`src/rtl/mips_mem_pkg.sv`:
```
// Shared memory-access types for the MIPS memory stage.
// Access sizes, access-unit FSM states and lane widths.
package mips_mem_pkg;

   typedef enum logic [1:0] {
      MEM_BYTE = 2'b00,
      MEM_HALF = 2'b01,
      MEM_WORD = 2'b10
   } mem_size_t;

   typedef enum logic [2:0] {
      IDLE,
      READ,
      DATA,
      WRITE,
      RESP
   } mau_state_t;

   localparam int BYTE_W = 8;
   localparam int HALF_W = 16;
   localparam int WORD_W = 32;

endpackage

```
`src/rtl/mem_access_unit_if.sv`:
```
// Core-side request/response bundle of the memory access unit.
// master = core memory stage, slave = mem_access_unit.
interface mem_access_unit_if;

   logic        req_valid;
   logic        req_ready;
   logic        req_write;
   logic [1:0]  req_size;
   logic        req_signed;
   logic [31:0] req_addr;
   logic [31:0] req_wdata;
   logic        resp_valid;
   logic        resp_error;
   logic [31:0] resp_rdata;

   modport master (
      output req_valid, req_write, req_size,
      output req_signed, req_addr, req_wdata,
      input  req_ready, resp_valid, resp_error,
      input  resp_rdata
   );

   modport slave (
      input  req_valid, req_write, req_size,
      input  req_signed, req_addr, req_wdata,
      output req_ready, resp_valid, resp_error,
      output resp_rdata
   );

endinterface

```
`src/rtl/mem_lane_align.sv`:
```
// Combinational byte-lane logic: load extract/extend,
// sub-word store merge and alignment check.
// Ports: word (RAM word), wdata (store data), off (addr[1:0]),
//   size, sgn -> rdata (extended), merged (new word), misaligned.
module mem_lane_align
   import mips_mem_pkg::*;
(
   input  logic [31:0] word,
   input  logic [31:0] wdata,
   input  logic [1:0]  off,
   input  logic [1:0]  size,
   input  logic        sgn,
   output logic [31:0] rdata,
   output logic [31:0] merged,
   output logic        misaligned
);

   logic [BYTE_W-1:0] byte_v;
   logic [HALF_W-1:0] half_v;

   always_comb begin
      byte_v     = word[{off, 3'b000} +: BYTE_W];
      half_v     = off[1] ? word[31:16] : word[15:0];
      rdata      = word;
      merged     = word;
      misaligned = 1'b0;
      case (size)
         MEM_BYTE: begin
            rdata = {{(WORD_W-BYTE_W){sgn & byte_v[BYTE_W-1]}},
                     byte_v};
            merged[{off, 3'b000} +: BYTE_W] = wdata[BYTE_W-1:0];
         end
         MEM_HALF: begin
            rdata = {{(WORD_W-HALF_W){sgn & half_v[HALF_W-1]}},
                     half_v};
            merged[{off[1], 4'b0000} +: HALF_W] = wdata[HALF_W-1:0];
            misaligned = off[0];
         end
         MEM_WORD: begin
            merged     = wdata;
            misaligned = |off;
         end
         default: misaligned = 1'b1;
      endcase
   end

endmodule

```
`src/rtl/mem_access_unit.sv`:
```
// Load/store initiator between the core memory stage and word RAM.
// Ports: clock, reset_n (async, active-low); bus (core req/resp,
//   slave side); ram_write_enable/ram_address/ram_in/ram_out to RAM.
module mem_access_unit
   import mips_mem_pkg::*;
(
   input  logic              clock,
   input  logic              reset_n,
   mem_access_unit_if.slave  bus,
   output logic              ram_write_enable,
   output logic [31:0]       ram_address,
   output logic [31:0]       ram_in,
   input  logic [31:0]       ram_out
);

   mau_state_t  state_q, state_d;
   logic [31:0] addr_q, addr_d;
   logic [1:0]  size_q, size_d;
   logic        signed_q, signed_d;
   logic        write_q, write_d;
   logic [31:0] wdata_q, wdata_d;
   logic [31:0] wword_q, wword_d;
   logic [31:0] rdata_q, rdata_d;
   logic        error_q, error_d;

   logic [1:0]  off_s;
   logic [1:0]  size_s;
   logic [31:0] ext_rdata;
   logic [31:0] merged;
   logic        mis;
   logic        ram_active;

   // Alignment is judged on the live request while idle,
   // on the latched access afterwards.
   assign off_s  = (state_q == IDLE) ? bus.req_addr[1:0]
                                     : addr_q[1:0];
   assign size_s = (state_q == IDLE) ? bus.req_size : size_q;

   mem_lane_align u_align (
      .word       (ram_out),
      .wdata      (wdata_q),
      .off        (off_s),
      .size       (size_s),
      .sgn        (signed_q),
      .rdata      (ext_rdata),
      .merged     (merged),
      .misaligned (mis)
   );

   assign ram_active = (state_q == READ) || (state_q == DATA) ||
                       (state_q == WRITE);

   assign bus.req_ready    = (state_q == IDLE);
   assign bus.resp_valid   = (state_q == RESP);
   assign bus.resp_error   = (state_q == RESP) && error_q;
   assign bus.resp_rdata   = (state_q == RESP) ? rdata_q : 32'h0;
   assign ram_write_enable = (state_q == WRITE);
   assign ram_address      = ram_active ? {addr_q[31:2], 2'b00}
                                        : 32'h0;
   assign ram_in           = (state_q == WRITE) ? wword_q : 32'h0;

   always_comb begin
      state_d  = state_q;
      addr_d   = addr_q;
      size_d   = size_q;
      signed_d = signed_q;
      write_d  = write_q;
      wdata_d  = wdata_q;
      wword_d  = wword_q;
      rdata_d  = rdata_q;
      error_d  = error_q;
      unique case (state_q)
         IDLE: begin
            if (bus.req_valid) begin
               addr_d   = bus.req_addr;
               size_d   = bus.req_size;
               signed_d = bus.req_signed;
               write_d  = bus.req_write;
               wdata_d  = bus.req_wdata;
               wword_d  = bus.req_wdata;
               rdata_d  = 32'h0;
               error_d  = 1'b0;
               if (mis) begin
                  error_d = 1'b1;
                  state_d = RESP;
               end else if (bus.req_write &&
                            bus.req_size == MEM_WORD) begin
                  state_d = WRITE;
               end else begin
                  state_d = READ;
               end
            end
         end
         READ: state_d = DATA;
         DATA: begin
            if (write_q) begin
               wword_d = merged;
               state_d = WRITE;
            end else begin
               rdata_d = ext_rdata;
               state_d = RESP;
            end
         end
         WRITE: state_d = RESP;
         RESP:  state_d = IDLE;
         default: state_d = IDLE;
      endcase
   end

   always_ff @(posedge clock or negedge reset_n) begin
      if (!reset_n) begin
         state_q  <= IDLE;
         addr_q   <= 32'h0;
         size_q   <= 2'b00;
         signed_q <= 1'b0;
         write_q  <= 1'b0;
         wdata_q  <= 32'h0;
         wword_q  <= 32'h0;
         rdata_q  <= 32'h0;
         error_q  <= 1'b0;
      end else begin
         state_q  <= state_d;
         addr_q   <= addr_d;
         size_q   <= size_d;
         signed_q <= signed_d;
         write_q  <= write_d;
         wdata_q  <= wdata_d;
         wword_q  <= wword_d;
         rdata_q  <= rdata_d;
         error_q  <= error_d;
      end
   end

endmodule

```
`src/flat_wrapper.sv`:
```
// flat-port wrapper written by rule: the top's interface ports become plain ports
module mem_access_unit_flat import mips_mem_pkg::*;
  (clock, reset_n, ram_write_enable, ram_address, ram_in, ram_out, bus_req_valid, bus_req_write, bus_req_size, bus_req_signed, bus_req_addr, bus_req_wdata, bus_req_ready, bus_resp_valid, bus_resp_error, bus_resp_rdata);
  mem_access_unit_if bus_i ();
  input  logic clock;
  input  logic reset_n;
  output logic ram_write_enable;
  output logic [31:0] ram_address;
  output logic [31:0] ram_in;
  input  logic [31:0] ram_out;
  input wire logic [$bits(bus_i.req_valid)-1:0] bus_req_valid;
  input wire logic [$bits(bus_i.req_write)-1:0] bus_req_write;
  input wire logic [$bits(bus_i.req_size)-1:0] bus_req_size;
  input wire logic [$bits(bus_i.req_signed)-1:0] bus_req_signed;
  input wire logic [$bits(bus_i.req_addr)-1:0] bus_req_addr;
  input wire logic [$bits(bus_i.req_wdata)-1:0] bus_req_wdata;
  output wire logic [$bits(bus_i.req_ready)-1:0] bus_req_ready;
  output wire logic [$bits(bus_i.resp_valid)-1:0] bus_resp_valid;
  output wire logic [$bits(bus_i.resp_error)-1:0] bus_resp_error;
  output wire logic [$bits(bus_i.resp_rdata)-1:0] bus_resp_rdata;
  assign bus_i.req_valid = bus_req_valid;
  assign bus_i.req_write = bus_req_write;
  assign bus_i.req_size = bus_req_size;
  assign bus_i.req_signed = bus_req_signed;
  assign bus_i.req_addr = bus_req_addr;
  assign bus_i.req_wdata = bus_req_wdata;
  assign bus_req_ready = bus_i.req_ready;
  assign bus_resp_valid = bus_i.resp_valid;
  assign bus_resp_error = bus_i.resp_error;
  assign bus_resp_rdata = bus_i.resp_rdata;
  mem_access_unit u_core (.clock(clock), .reset_n(reset_n), .bus(bus_i), .ram_write_enable(ram_write_enable), .ram_address(ram_address), .ram_in(ram_in), .ram_out(ram_out));
endmodule
```
`config.mk`:
```
export PLATFORM = sky130hd
export DESIGN_NAME = mem_access_unit_flat
export DESIGN_NICKNAME = d
export VERILOG_FILES = /design/src/rtl/mips_mem_pkg.sv /design/src/rtl/mem_access_unit_if.sv /design/src/rtl/mem_lane_align.sv /design/src/rtl/mem_access_unit.sv /design/src/flat_wrapper.sv
export SDC_FILE = /design/constraint.sdc
export NUM_CORES = 1
export LEC_CHECK = 0
export CORE_UTILIZATION = 53
export CTS_CLUSTER_SIZE = 30
export DETAILED_ROUTE_END_ITERATION = 8
export GPL_ROUTABILITY_DRIVEN = 0
export PLACE_DENSITY = 0.86
export SLEW_MARGIN = 30
export SYNTH_ARGS = -nofsm -noshare
export SYNTH_HDL_FRONTEND = slang
export SYNTH_SLANG_ARGS = --single-unit
export TNS_END_PERCENT = 30
```
`constraint.sdc`:
```
create_clock -name clock -period 8.8 [get_ports clock]
set_input_delay 1.76 -clock clock [delete_from_list [all_inputs] [get_ports clock]]
set_output_delay 1.76 -clock clock [all_outputs]
set_load 0.01 [all_outputs]
```
==> out/metrics.yaml <==
synthMuxAreaShare_pct: 3.991
drt_pass1_iterations: 7
p_leak_nw: 4.631
combPwrFrac_pct: 46.6
grt_overflow: 0
stdcell_area_mm2: 0.01026
fmax_mhz: 224.3
setup_viol: 0
worstPathArrival_ns: 2.70
worstSetupStartpointType: "flop"
diodes: 0
cts_buffer_depth: 2
hold_viol_final: 0
endpoint_kind: "output port"
post-cts-setup-buffers: 0
wl_um: 25680
portBuffers: 200
numCtsBuffers: 17
yosysSeqAreaShare_pct: 44.50
cp_cell_sequence: "or3_4 -> inv_2 -> clkdlybuf4s50_1"
vias: 7816
crit_family: "buffers and inverters"
die_w_um: 122.1
switchingPower_mw: 1.524
syn_inst: 900
min-delay-path-class: "reg -> reg"
die_area_mm2: 0.01492
ys_seq_elements: 136
synth-compound-area-share_pct: 18.11
synthAdderAreaFrac_pct: 0.4908
cts_sinks: 136
layoutNonFillerInstCount: 1256
clkPwrFrac_pct: 20.2
grt_pass1_vias: 7413
ant_nets: 0
ys.warnings.count: 0
drive_above_1_share_pct: 8.178
clockRootBuffer: "clkbuf_16"
finalCritPeriodShare_pct: 50.65
area_delta_synth_final_pct: 34.11
num-nets-final: 1169
ys.flop_type: "dfrtp_1"
drtIter0Drc: 981
syn_area_mm2: 0.007649
htreeDepth: 4
cts_tree: "yes"
path_buf_inv: 2
hpwl_um: 17390
powerDensity_mw_per_mm2: 348.2
tightestPinTransition_ns: 1.011
max_slew_margin_pct: 32.26
p_int_mw: 2.048
status: "finished, final reports clean"
synth_edf_count: 0
drc: 0
rsz0062_at_grt: "no"
synthArstFlopShare_pct: 100.0
grt_pass1_wl_um: 39890
synth_top_family_by_area: "simple AND/OR/NAND/NOR gates"
die_h_um: 122.1
insertion_delay_ns: 0.43
drv_slew: 0
ir_worst_vdd_v: 0.0001917
seqPwrFrac_pct: 33.2
slowest_stage: "clkdlybuf4s50_1"
critPathRequiredTime_ns: 7.04
setup.worst_path.class: "reg -> out"
drt-vias-per-instance: 6.223
grt_max_degree: 80
placeableCoreArea_mm2: 0.01399
cpPeakStageDelay_ns: 0.66
yosys.area_share.simple_pct: 28.45
avgSynthCellArea_um2: 8.498
synth-xor-area-share_pct: 0
finalSetupTns_ns: 0
holdBufCountCts: 0
switching_share_pct: 42.66
cts.clk_slew.worst_paths_ns: 0.06
cts_resized: 0
start_util_pct: 54.68
grt_antenna_before_repair: 0
fin_crit_ns: 4.458
wire_per_inst_um: 20.45
fin_util_pct: 73.33
io_pins: 203
clock_skew_ns: 0.009545
crit_fanout: 41
grtUsageTotal_pct: 35.65
synth_cell_types: 57
placed_cell_area_mm2: 0.009651
rows: 43
dp.cells: 1224
drv_cap: 0
-- kinds of logic (layout without fill, tap and decap cells) --
| logic type | after synthesis | after routing |
|---|---|---|
| flops | 136 | 136 |
| buf+inv | 73 | 248 |
| simple gates | 473 | 473 |
| other cells | 1 | 2 |
| mux | 26 | 26 |
| compound gates | 188 | 188 |
| fa+ha+maj | 3 | 3 |
-- worst register-to-register path, stage by stage (launching register included) --
cell and delay (ns):
dfrtp_2 0.63, or3_4 0.53, inv_2 0.45, mux2i_2 0.68, ha_1 0.39, nor3b_1 0.29
a22oi_1 0.11, a22oi_1 0.62, a222oi_1 0.21, o22ai_1 0.20
-- power by group through the flow --
stage                     registers, mW  logic, mW  clock network (mW)
after floorplan                    1.05       1.16                   0
after global placement             1.16       1.57                   0
after detailed placement           1.17       1.62                   0
after CTS                          1.16       1.63               0.721
after global routing               1.21       1.82               0.751
final                              1.19       1.67               0.720
-- registers in the layout, summed over array words and instances, names as in the netlist --
register / cells
u_core.addr_q: 32
u_core.error_q: 1
u_core.rdata_q: 32
u_core.signed_q: 1
u_core.size_q: 2
u_core.state_q: 3
u_core.wdata_q: 32
u_core.write_q: 1
u_core.wword_q: 32
-- worst paths after layout --
kind	start	endpoint	slack [ns]	depth (start not counted)
min in group asynchronous	reset_n	u_core.addr_q[6]	1.31	1
worst min-delay path	u_core.addr_q[5]	u_core.addr_q[5]	0.46	2
max in group asynchronous	reset_n	u_core.state_q[2]	5.75	3
worst max-delay path	u_core.state_q[2]	bus_req_ready	4.34	3
worst max register to register	u_core.state_q[2]	u_core.wword_q[19]	4.62	9
worst min register to register	u_core.addr_q[5]	u_core.addr_q[5]	0.46	2
-- final cells by class --
| type | count | area (um2) |
|---|---|---|
| multi-input combinational | 692 | 3954 |
| fill | 1050 | 3731 |
| sequential | 136 | 3405 |
| timing repair buffer | 207 | 2052 |
| clock buffer | 19 | 442.9 |
| tap | 180 | 225.2 |
| clock inverter | 13 | 145.1 |
| inverter | 9 | 33.78 |
-- cell usage after synthesis (5+ instances only) --
master    instances  area [um2]
o21ai_0          35       175.2
or2_2             9       56.30
a221o_1          16       160.2
o22a_1            6       52.55
a21oi_1          24       120.1
buf_2             7       35.03
a22o_1            8       70.07
nor2b_1           7       43.79
and2_1           63       394.1
nand3_1          15       75.07
a31oi_1          18       112.6
mux2i_1          13       130.1
a222oi_1          8       80.08
o22ai_1          12       75.07
nor2_1           41       153.9
dfrtp_1         136        3403
mux2_2            9       101.4
o221a_2           7       78.83
a221oi_1         24       210.2
inv_1             8       30.03
a21o_1           10       75.07
clkbuf_1         45       168.9
nor3_1            5       25.02
and3_1           35       219.0
nand2b_1         21       131.4
nand2_1         268        1006
-- layer usage --
layer  global-route usage, %  share of wire [%]  vias to the layer above  wire length [um]
met5                       0                  0                        -                 0
met2                   53.39                 45                      519             11670
li1                        -                  -                     3457                 -
met3                   10.96                 13                       95              3218
met4                   15.78                3.8                        0               984
met1                   47.52                 38                     3745              9811
-- cell usage in the layout, fill, tap and decap left out, types with 4 or more instances in the layout --
cell	instances
nand2_1	266
clkdlybuf4s50_1	199
dfrtp_1	135
and2_1	62
nor2_1	40
o21ai_0	35
and3_1	34
a21oi_1	24
a221oi_1	24
nand2b_1	21
a31oi_1	18
clkbuf_16	17
a221o_1	16
nand3_1	15
mux2i_1	12
o22ai_1	12
a21o_1	10
mux2_2	9
or2_2	9
inv_1	8
a22o_1	8
a222oi_1	8
buf_4	8
nor2b_1	7
o221a_2	7
o22a_1	6
nor3_1	5
o221ai_1	4
-- through the flow --
step	hold WS (ns)	setup slack (ns)	total power, mW
after floorplan	0.4374	4.963	2.208
after global placement	0.4482	4.132	2.730
after detailed placement	0.4536	3.987	2.785
after CTS	0.4688	3.815	3.517
after global routing	0.4813	4.196	3.778
final	0.4646	4.342	3.572
(Power assumes the default switching activity.)
